--- config.mk ---
export PLATFORM = sky130hd
export DESIGN_NAME = multi_mode_serializer_flat
export DESIGN_NICKNAME = d
export VERILOG_FILES = /design/src/rtl/multi_mode_serializer_if.sv /design/src/rtl/multi_mode_serializer.sv /design/src/flat_wrapper.sv
export SDC_FILE = /design/constraint.sdc
export NUM_CORES = 1
export LEC_CHECK = 0
export CAP_MARGIN = 10
export CORE_ASPECT_RATIO = 0.75
export CORE_MARGIN = 5
export CORE_UTILIZATION = 46
export CTS_CLUSTER_DIAMETER = 100
export DETAILED_ROUTE_END_ITERATION = 8
export MAX_ROUTING_LAYER = met4
export PLACE_DENSITY = 0.79
export REMOVE_ABC_BUFFERS = 1
export SETUP_SLACK_MARGIN = 0.4
export SYNTH_ARGS = -nofsm -noshare
export SYNTH_HDL_FRONTEND = slang
export SYNTH_SLANG_ARGS = --single-unit
--- constraint.sdc ---
create_clock -name CLK -period 2.49 [get_ports CLK]
set_input_delay 0.747 -clock CLK [delete_from_list [all_inputs] [get_ports CLK]]
set_output_delay 0.747 -clock CLK [all_outputs]
set_load 0.02 [all_outputs]
--- src/rtl/multi_mode_serializer_if.sv ---
// multi_mode_serializer_if
//   Groups the data-source handshake, frame configuration and bit-level
//   serial signals of multi_mode_serializer.
//   master : drives P_DATA/DATA_VALID/CFG_*/PAR_TYP/ser_en, observes the rest
//   slave  : the serializer itself
//   Signals:
//     P_DATA[MAX_WIDTH]  parallel word        DATA_VALID / DATA_READY  handshake
//     CFG_LEN[CNT_W]     data bits - 1        CFG_MSB_FIRST, PAR_TYP   frame options
//     ser_en             bit tick             ser_data, ser_active, ser_done, par_bit
interface multi_mode_serializer_if #(
    parameter int MAX_WIDTH = 8,
    parameter int CNT_W     = 3
);
    logic [MAX_WIDTH-1:0] P_DATA;
    logic                 DATA_VALID;
    logic                 DATA_READY;
    logic [CNT_W-1:0]     CFG_LEN;
    logic                 CFG_MSB_FIRST;
    logic                 PAR_TYP;
    logic                 ser_en;
    logic                 ser_data;
    logic                 ser_active;
    logic                 ser_done;
    logic                 par_bit;

    modport master (
        output P_DATA, DATA_VALID, CFG_LEN, CFG_MSB_FIRST, PAR_TYP, ser_en,
        input  DATA_READY, ser_data, ser_active, ser_done, par_bit
    );

    modport slave (
        input  P_DATA, DATA_VALID, CFG_LEN, CFG_MSB_FIRST, PAR_TYP, ser_en,
        output DATA_READY, ser_data, ser_active, ser_done, par_bit
    );
endinterface

--- src/rtl/multi_mode_serializer.sv ---
// multi_mode_serializer
//   Parallel-to-serial converter with a one-entry holding buffer, runtime
//   frame length / bit order and back-to-back frames.
//   Optional parity: define MULTI_MODE_SERIALIZER_PARITY_EN to compute par_bit
//   at load (XOR of data bits [len:0] XOR PAR_TYP); otherwise par_bit = 0.
//   Ports:
//     CLK  system clock (rising edge)
//     RST  asynchronous active-high reset
//     bus  multi_mode_serializer_if.slave (handshake, config, serial outputs)
module multi_mode_serializer #(
    parameter int MAX_WIDTH = 8,
    parameter int CNT_W     = 3
) (
    input  logic                    CLK,
    input  logic                    RST,
    multi_mode_serializer_if.slave  bus
);
    typedef enum logic {IDLE, SHIFT} state_t;

    localparam logic [CNT_W-1:0] LEN_MAX = CNT_W'(MAX_WIDTH - 1);

    state_t               state_q, state_d;
    logic [MAX_WIDTH-1:0] hold_q, hold_d;
    logic [MAX_WIDTH-1:0] data_q, data_d;
    logic                 hold_full_q, hold_full_d;
    logic                 ready_q;
    logic [CNT_W-1:0]     len_q, len_d;
    logic [CNT_W-1:0]     cnt_q, cnt_d;
    logic                 msb_q, msb_d;
    logic                 ser_q, ser_d;
    logic                 done_q, done_d;

    logic                 accept;
    logic                 last_tick;
    logic                 load;
    logic [CNT_W-1:0]     cfg_len_c;
    logic [CNT_W-1:0]     cnt_inc;

    // Bit select through a compare loop so the index width never has to
    // match clog2(MAX_WIDTH) exactly.
    function automatic logic bit_at(input logic [MAX_WIDTH-1:0] w,
                                    input logic [CNT_W-1:0]     idx);
        logic b;
        b = 1'b0;
        for (int i = 0; i < MAX_WIDTH; i++)
            if (idx == CNT_W'(i)) b = w[i];
        return b;
    endfunction

    assign accept    = bus.DATA_VALID && ready_q;
    assign last_tick = (state_q == SHIFT) && bus.ser_en && (cnt_q == len_q);
    // Load from IDLE, or straight out of the last tick when a word waits.
    assign load      = hold_full_q && ((state_q == IDLE) || last_tick);
    assign cfg_len_c = (bus.CFG_LEN > LEN_MAX) ? LEN_MAX : bus.CFG_LEN;
    assign cnt_inc   = cnt_q + CNT_W'(1);

    always_comb begin
        state_d     = state_q;
        hold_d      = hold_q;
        data_d      = data_q;
        hold_full_d = hold_full_q;
        len_d       = len_q;
        cnt_d       = cnt_q;
        msb_d       = msb_q;
        ser_d       = ser_q;
        done_d      = 1'b0;

        // accept and load are exclusive: accept needs the buffer empty,
        // load needs it full.
        if (accept) begin
            hold_d      = bus.P_DATA;
            hold_full_d = 1'b1;
        end

        case (state_q)
            SHIFT: begin
                if (bus.ser_en) begin
                    if (cnt_q == len_q) begin
                        done_d  = 1'b1;
                        state_d = IDLE;
                        ser_d   = 1'b0;
                        cnt_d   = '0;
                    end else begin
                        cnt_d = cnt_inc;
                        ser_d = bit_at(data_q, msb_q ? (len_q - cnt_inc) : cnt_inc);
                    end
                end
            end
            default: ;  // IDLE ignores ser_en
        endcase

        // Load overrides the end-of-frame return to IDLE (back-to-back).
        if (load) begin
            hold_full_d = 1'b0;
            data_d      = hold_q;
            len_d       = cfg_len_c;
            msb_d       = bus.CFG_MSB_FIRST;
            state_d     = SHIFT;
            cnt_d       = '0;
            ser_d       = bit_at(hold_q, bus.CFG_MSB_FIRST ? cfg_len_c : '0);
        end
    end

    always_ff @(posedge CLK or posedge RST) begin
        if (RST) begin
            state_q     <= IDLE;
            hold_q      <= '0;
            data_q      <= '0;
            hold_full_q <= 1'b0;
            ready_q     <= 1'b0;
            len_q       <= '0;
            cnt_q       <= '0;
            msb_q       <= 1'b0;
            ser_q       <= 1'b0;
            done_q      <= 1'b0;
        end else begin
            state_q     <= state_d;
            hold_q      <= hold_d;
            data_q      <= data_d;
            hold_full_q <= hold_full_d;
            // Registered copy of !hold_full so READY stays low during reset
            // and rises on the first edge after release.
            ready_q     <= !hold_full_d;
            len_q       <= len_d;
            cnt_q       <= cnt_d;
            msb_q       <= msb_d;
            ser_q       <= ser_d;
            done_q      <= done_d;
        end
    end

`ifdef MULTI_MODE_SERIALIZER_PARITY_EN
    logic par_q;

    function automatic logic frame_par(input logic [MAX_WIDTH-1:0] w,
                                       input logic [CNT_W-1:0]     len);
        logic p;
        p = 1'b0;
        for (int i = 0; i < MAX_WIDTH; i++)
            if (CNT_W'(i) <= len) p = p ^ w[i];
        return p;
    endfunction

    always_ff @(posedge CLK or posedge RST) begin
        if (RST)
            par_q <= 1'b0;
        else if (load)
            par_q <= frame_par(hold_q, cfg_len_c) ^ bus.PAR_TYP;
    end

    assign bus.par_bit = par_q;
`else
    logic unused_par_typ;
    assign unused_par_typ = bus.PAR_TYP;
    assign bus.par_bit    = 1'b0;
`endif

    assign bus.DATA_READY = ready_q;
    assign bus.ser_data   = ser_q;
    assign bus.ser_active = (state_q == SHIFT);
    assign bus.ser_done   = done_q;
endmodule

--- src/flat_wrapper.sv ---
// flat-port wrapper written by rule: the top's interface ports become plain ports
module multi_mode_serializer_flat 
#(
    parameter int MAX_WIDTH = 8,
    parameter int CNT_W     = 3
)
  (CLK, RST, bus_P_DATA, bus_DATA_VALID, bus_CFG_LEN, bus_CFG_MSB_FIRST, bus_PAR_TYP, bus_ser_en, bus_DATA_READY, bus_ser_data, bus_ser_active, bus_ser_done, bus_par_bit);
  multi_mode_serializer_if #(.MAX_WIDTH(MAX_WIDTH), .CNT_W(CNT_W)) bus_i ();
  input  logic CLK;
  input  logic RST;
  input wire logic [$bits(bus_i.P_DATA)-1:0] bus_P_DATA;
  input wire logic [$bits(bus_i.DATA_VALID)-1:0] bus_DATA_VALID;
  input wire logic [$bits(bus_i.CFG_LEN)-1:0] bus_CFG_LEN;
  input wire logic [$bits(bus_i.CFG_MSB_FIRST)-1:0] bus_CFG_MSB_FIRST;
  input wire logic [$bits(bus_i.PAR_TYP)-1:0] bus_PAR_TYP;
  input wire logic [$bits(bus_i.ser_en)-1:0] bus_ser_en;
  output wire logic [$bits(bus_i.DATA_READY)-1:0] bus_DATA_READY;
  output wire logic [$bits(bus_i.ser_data)-1:0] bus_ser_data;
  output wire logic [$bits(bus_i.ser_active)-1:0] bus_ser_active;
  output wire logic [$bits(bus_i.ser_done)-1:0] bus_ser_done;
  output wire logic [$bits(bus_i.par_bit)-1:0] bus_par_bit;
  assign bus_i.P_DATA = bus_P_DATA;
  assign bus_i.DATA_VALID = bus_DATA_VALID;
  assign bus_i.CFG_LEN = bus_CFG_LEN;
  assign bus_i.CFG_MSB_FIRST = bus_CFG_MSB_FIRST;
  assign bus_i.PAR_TYP = bus_PAR_TYP;
  assign bus_i.ser_en = bus_ser_en;
  assign bus_DATA_READY = bus_i.DATA_READY;
  assign bus_ser_data = bus_i.ser_data;
  assign bus_ser_active = bus_i.ser_active;
  assign bus_ser_done = bus_i.ser_done;
  assign bus_par_bit = bus_i.par_bit;
  multi_mode_serializer #(.MAX_WIDTH(MAX_WIDTH), .CNT_W(CNT_W)) u_core (.CLK(CLK), .RST(RST), .bus(bus_i));
endmodule
After elaboration in Yosys (flattened, before gate mapping)
Index checks and enable logic that the tools add are counted.

storage, ports and cells
  register bits after elaboration = 28
  input port bits = 17
  logic and storage cells = 76

cells by class
  $add $sub $neg = 2
  magnitude comparators = 1
  equality and inequality tests = 15
  multiplexer cells = 36
  bitwise gates (word level) = 1
  reductions and logical operators = 11

operators with widths
  operator                                       number
  two-way mux 1 bit                              29
  == test 3 bit, second input constant           8
  two-way mux 3 bit                              7
  == test 3 x 2 -> 1 bit, second input constant  4
  == test 3 x 1 -> 1 bit, second input constant  2
  zero test 3 bit                                2
  logical AND 1 bit                              4
  nonzero test 2 bit                             2
  adder 3 x 1 -> 3 bit, second input constant    1
  == test 3 bit                                  1
  > comparator 3 bit, second input constant      1
  subtractor 3 bit                               1
  AND reduction 2 bit                            1
  zero test 1 bit                                1
  logical OR 1 bit                               1
  inverter 1 bit                                 1

Logic depth before layout (Yosys ltp)
  word-level depth = 16
  gate-level depth with buffers = 9
  depth with buffers taken out = 9

Worst setup path before layout
Ideal clock, no wire load.

  path kind = flip-flop to flip-flop
  start = reg u_core.cnt_q[0]
  end = reg u_core.ser_q, in the netlist u_core.bus.ser_data
  data arrival time = 1.946 ns
  data required time = 2.358 ns
  path slack = 0.413 ns
  stages on the path, launching flop included = 9
  path buffers = 0
  period minus slack after synthesis = 2.077 ns
  path through = dfrtp_1 -> ha_1 -> inv_1 -> fa_1 -> xnor2_1 -> and3_1 -> nor3_1 -> o31ai_1 -> o211ai_1

on the way
  longest elaborated chain between the ends = 16
  elaborated cells on any way between the ends = 30
  classes of those cells = 2 x add/sub; 8 x eq/ne; 13 x mux; 7 x reduce/logical

RTL lines
  what                            RTL line                      RTL
  start, declared                 multi_mode_serializer.sv:28   logic [CNT_W-1:0] cnt_q, cnt_d;
  start signal, assigned          multi_mode_serializer.sv:125  cnt_q <= cnt_d;
  adder 3 x 1 -> 3 bit            multi_mode_serializer.sv:55   assign cnt_inc = cnt_q + CNT_W'(1);
  subtractor 3 bit                multi_mode_serializer.sv:85   ser_d = bit_at(data_q, msb_q ? (len_q - cnt_inc) : cnt_inc);
  two-way mux 3 bit               multi_mode_serializer.sv:85
  zero test 3 bit                 multi_mode_serializer.sv:46   if (idx == CNT_W'(i)) b = w[i];
  two-way mux 1 bit (8 in a row)  multi_mode_serializer.sv:46
  two-way mux 1 bit               multi_mode_serializer.sv:78   if (cnt_q == len_q) begin
  two-way mux 1 bit               multi_mode_serializer.sv:77   if (bus.ser_en) begin
  two-way mux 1 bit               multi_mode_serializer.sv:75   case (state_q)
  two-way mux 1 bit               multi_mode_serializer.sv:93   if (load) begin
  end signal, assigned            multi_mode_serializer.sv:127  ser_q <= ser_d;
  end, declared                   multi_mode_serializer.sv:30   logic ser_q, ser_d;

Several ways; a longest one is shown, not always the timed one. The select of a mux whose other input is x is not followed.
A chain may end at the register's enable or synchronous reset.

Worst setup path in the final report
Ends and elaborated chain as after synthesis.

==> flow_metrics.py <==
metrics = {
    "run_status": {
        "status": "finished clean",
    },
    "cts": {
        "tritoncts": "done",
        "numCtsBuffers": 3,
        "clk_path_buf_depth": 2,
        "clk_pin_slew_ns": 0.09,
        "htree_levels": 1,
        "cts.sinks": 28,
        "clk_latency_ns": 0.27,
        "holdBufCountCts": 0,
        "cts-root-buf": "clkbuf_8",
    },
    "hold_path": {
        "hold_path.class": "reg -> reg",
    },
    "power": {
        "swShare_pct": 38.29,
        "power_w": 0.002601,
        "pwr-share-seq_pct": 34.3,
        "vdd_ir_drop_max_mv": 0.6815,
        "power.leakage_nw": 0.8371,
        "comb_power_share_pct": 56.4,
        "power_density_nw_per_um2": 1422,
        "p_switching_w": 0.0009960,
        "internal-power_w": 0.001605,
        "p_clk_share_pct": 9.3,
    },
    "synthesis": {
        "yosys_warnings": 0,
        "synth_area_leaders": "dfrtp_1 (48%), mux2_2 (10%), mux2_4 (8.3%)",
        "synth_top_area_share_pct": 48.32,
        "synth_most_common_cell": "dfrtp_1",
        "syn_inst": 117,
        "seq_area_frac_synth_pct": 48.32,
        "synth_common_cells": "dfrtp_1 (28), mux2_2 (13), mux2_4 (8)",
        "async_flop_share_pct": 100.0,
        "synth_area_um2": 1450,
        "synth_edf_count": 0,
        "synth_largest_area_cell": "dfrtp_1",
        "synth-main-ff-cell": "dfrtp_1",
        "synth.distinct_cells": 38,
        "synth.avg_cell_area_um2": 12.39,
        "synth-seq-cells": 28,
    },
    "floorplan": {
        "dieWidth_um": 74.83,
        "ioPinCount": 22,
        "core-area_um2": 2978,
        "dieArea_um2": 4387,
        "num_rows": 17,
        "initial_core_util_pct": 48.70,
        "die_h_um": 58.63,
    },
    "sta": {
        "rsz0062_at_grt": "yes",
        "fin_crit_ns": 2.060,
        "period_share_pct": 82.74,
        "fmax_mhz": 485.4,
        "setup_tns_ns": 0,
        "slew_viol_final": 0,
        "clock_skew_ns": 0.008523,
        "setup-violations-final": 0,
        "finalHoldViolCount": 0,
    },
    "routing": {
        "viasPerCell": 5.684,
        "drt_pass1_iterations": 4,
        "drtIter0Drc": 56,
        "drt-total-wl_mm": 2.891,
        "antenna_left": 0,
        "num_vias": 1006,
        "remaining_drc_errors": 0,
        "wl_per_cell_um": 16.33,
    },
    "worst_setup_path": {
        "worstSetupStartpointType": "flop",
        "critPathArrivalTime_ns": 2.26,
        "path_max_fanout": 4,
        "path_class": "reg -> reg",
        "cp-end-kind": "flop",
        "crit_chain": "buf_6, inv_4, ha_4, inv_2, fa_2, xnor2_4, and3_4, nor3_1, o31ai_1, o211ai_1",
        "crit_buf_inv": 3,
        "r2r_slack_ns": 0.43,
        "critical_path_required_ns": 2.69,
        "cp_slowest_cell": "dfrtp_2",
        "critPathMaxStageDelay_ns": 0.44,
        "critPathTopFamily": "adder cells",
    },
    "cells_and_area": {
        "syn2layout_area_growth_pct": 26.14,
        "n_antenna_cell": 0,
        "drive_above_1_share_pct": 30.94,
        "num-nets-final": 161,
    },
    "grt": {
        "grt_overflow": 0,
        "grt_pass1_vias": 1003,
        "antenna_found_initial": 0,
        "grt_first_pass_wirelength_mm": 4.878,
        "grt.total_usage_pct": 14.99,
        "grt_max_degree": 29,
    },
    "placed_design": {
        "dp_hpwl_mm": 2.075,
        "routabilityCongestion": 0.8784,
        "io_buffer_count": 19,
    },
    "job": {
        "max-cap-violations": 0,
    },
}
registers in the layout, indices dropped and copies added (netlist names):
register and flops:
u_core.data_q 8, u_core.hold_q 8, u_core.cnt_q 3, u_core.len_q 3, u_core.bus.DATA_READY 1, u_core.bus.ser_active 1, u_core.bus.ser_data 1, u_core.bus.ser_done 1
u_core.hold_full_q 1, u_core.msb_q 1
stage by stage:
step / instance area [um^2] / worst slack, ns / cells / hold slack, ns / util (%)
final: 1829 / 0.4297 / 177 / 0.5121 / 61.43
after CTS: 1767 / 0.3606 / 176 / 0.5132 / 59.33
after global placement: 1684 / 0.06250 / 171 / 0.4947 / 56.55
after global routing: 1829 / 0.3582 / 177 / 0.5347 / 61.43
after floorplan: 1419 / 0.4126 / 112 / 0.4787 / -
after detailed placement: 1684 / 0.007253 / 171 / 0.4934 / 56.55
final cells by class:
| cell class | count | area, um^2 |
|---|---|---|
| Sequential cell | 28 | 701.9 |
| Fill cell | 221 | 1149 |
| Inverter | 7 | 28.78 |
| Clock buffer | 3 | 41.29 |
| Multi-Input combinational cell | 77 | 762.0 |
| Timing Repair Buffer | 24 | 247.7 |
| Tap cell | 38 | 47.55 |
cell usage in the layout, fill, tap and decap left out, drive strengths merged, types with 2 or more instances in the layout:
| master | instances |
|---|---|
| buf | 5 |
| nand2 | 7 |
| a22o | 2 |
| dlymetal6s2s | 2 |
| a21o | 3 |
| nor2 | 2 |
| ha | 2 |
| dfrtp | 28 |
| inv | 7 |
| o21ai | 4 |
| nor3 | 3 |
| clkbuf | 3 |
| mux2 | 21 |
| clkdlybuf4s50 | 16 |
| mux2i | 8 |
| xor2 | 3 |
| o31ai | 3 |
| nand3 | 2 |
| a21oi | 2 |
cell families (layout without fill, tap and decap cells):
| family | Yosys count | count (layout) | synth area share (%) |
|---|---|---|---|
| mux | 29 | 29 | 24.76 |
| flops | 28 | 28 | 48.32 |
| simple gates | 21 | 21 | 7.508 |
| compound gates | 19 | 19 | 9.665 |
| buf+inv | 12 | 34 | 3.969 |
| xor+xnor | 4 | 4 | 2.416 |
| fa+ha+maj | 3 | 3 | 3.106 |
| other cells | 1 | 1 | 0.2586 |
layer usage:
layer | global-route usage (%) | routed length (um) | vias up
li1 | - | - | 460
met1 | 19.59 | 1283 | 502
met2 | 23.08 | 1398 | 35
met3 | 3.584 | 135 | 9
met4 | 4.569 | 74 | 0
met5 | - | 0 | -
worst paths after layout:
kind                                                 startpoint                              end  cells after the start
min in group asynchronous                                   RST  u_core.bus.ser_active$_DFF_PP0_                      3
worst max register to register      u_core.cnt_q[0]$_DFFE_PP0P_  u_core.bus.ser_data$_DFFE_PP0P_                     10
worst min-delay path            u_core.bus.ser_data$_DFFE_PP0P_  u_core.bus.ser_data$_DFFE_PP0P_                      2
worst max-delay path                u_core.cnt_q[0]$_DFFE_PP0P_  u_core.bus.ser_data$_DFFE_PP0P_                     10
max in group asynchronous                                   RST      u_core.cnt_q[0]$_DFFE_PP0P_                      3
worst min register to register  u_core.bus.ser_data$_DFFE_PP0P_  u_core.bus.ser_data$_DFFE_PP0P_                      2
worst register-to-register path: stages, from the launching register on:
cell and delay, ns:
dfrtp_2 0.44, buf_6 0.13, inv_4 0.05, ha_4 0.11, inv_2 0.03, fa_2 0.39
xnor2_4 0.16, and3_4 0.20, nor3_1 0.20, o31ai_1 0.09, o211ai_1 0.18
repair_timing:
item,in CTS,in global routing
resized for setup,7,13
buffers inserted,2,1
endpoints found under the setup margin,14,9
gates cloned,0,0
pin swaps,2,7
power groups by stage:
stage	sequential, W	clock (W)	combinational, W
final	0.000892	0.000243	0.00147
after global routing	0.000922	0.000259	0.00157
after CTS	0.000871	0.000247	0.00131
after detailed placement	0.000889	0	0.00120
after global placement	0.000872	0	0.00113
after floorplan	0.000863	0	0.000892
Note: power is estimated with default switching activity, not from simulation.
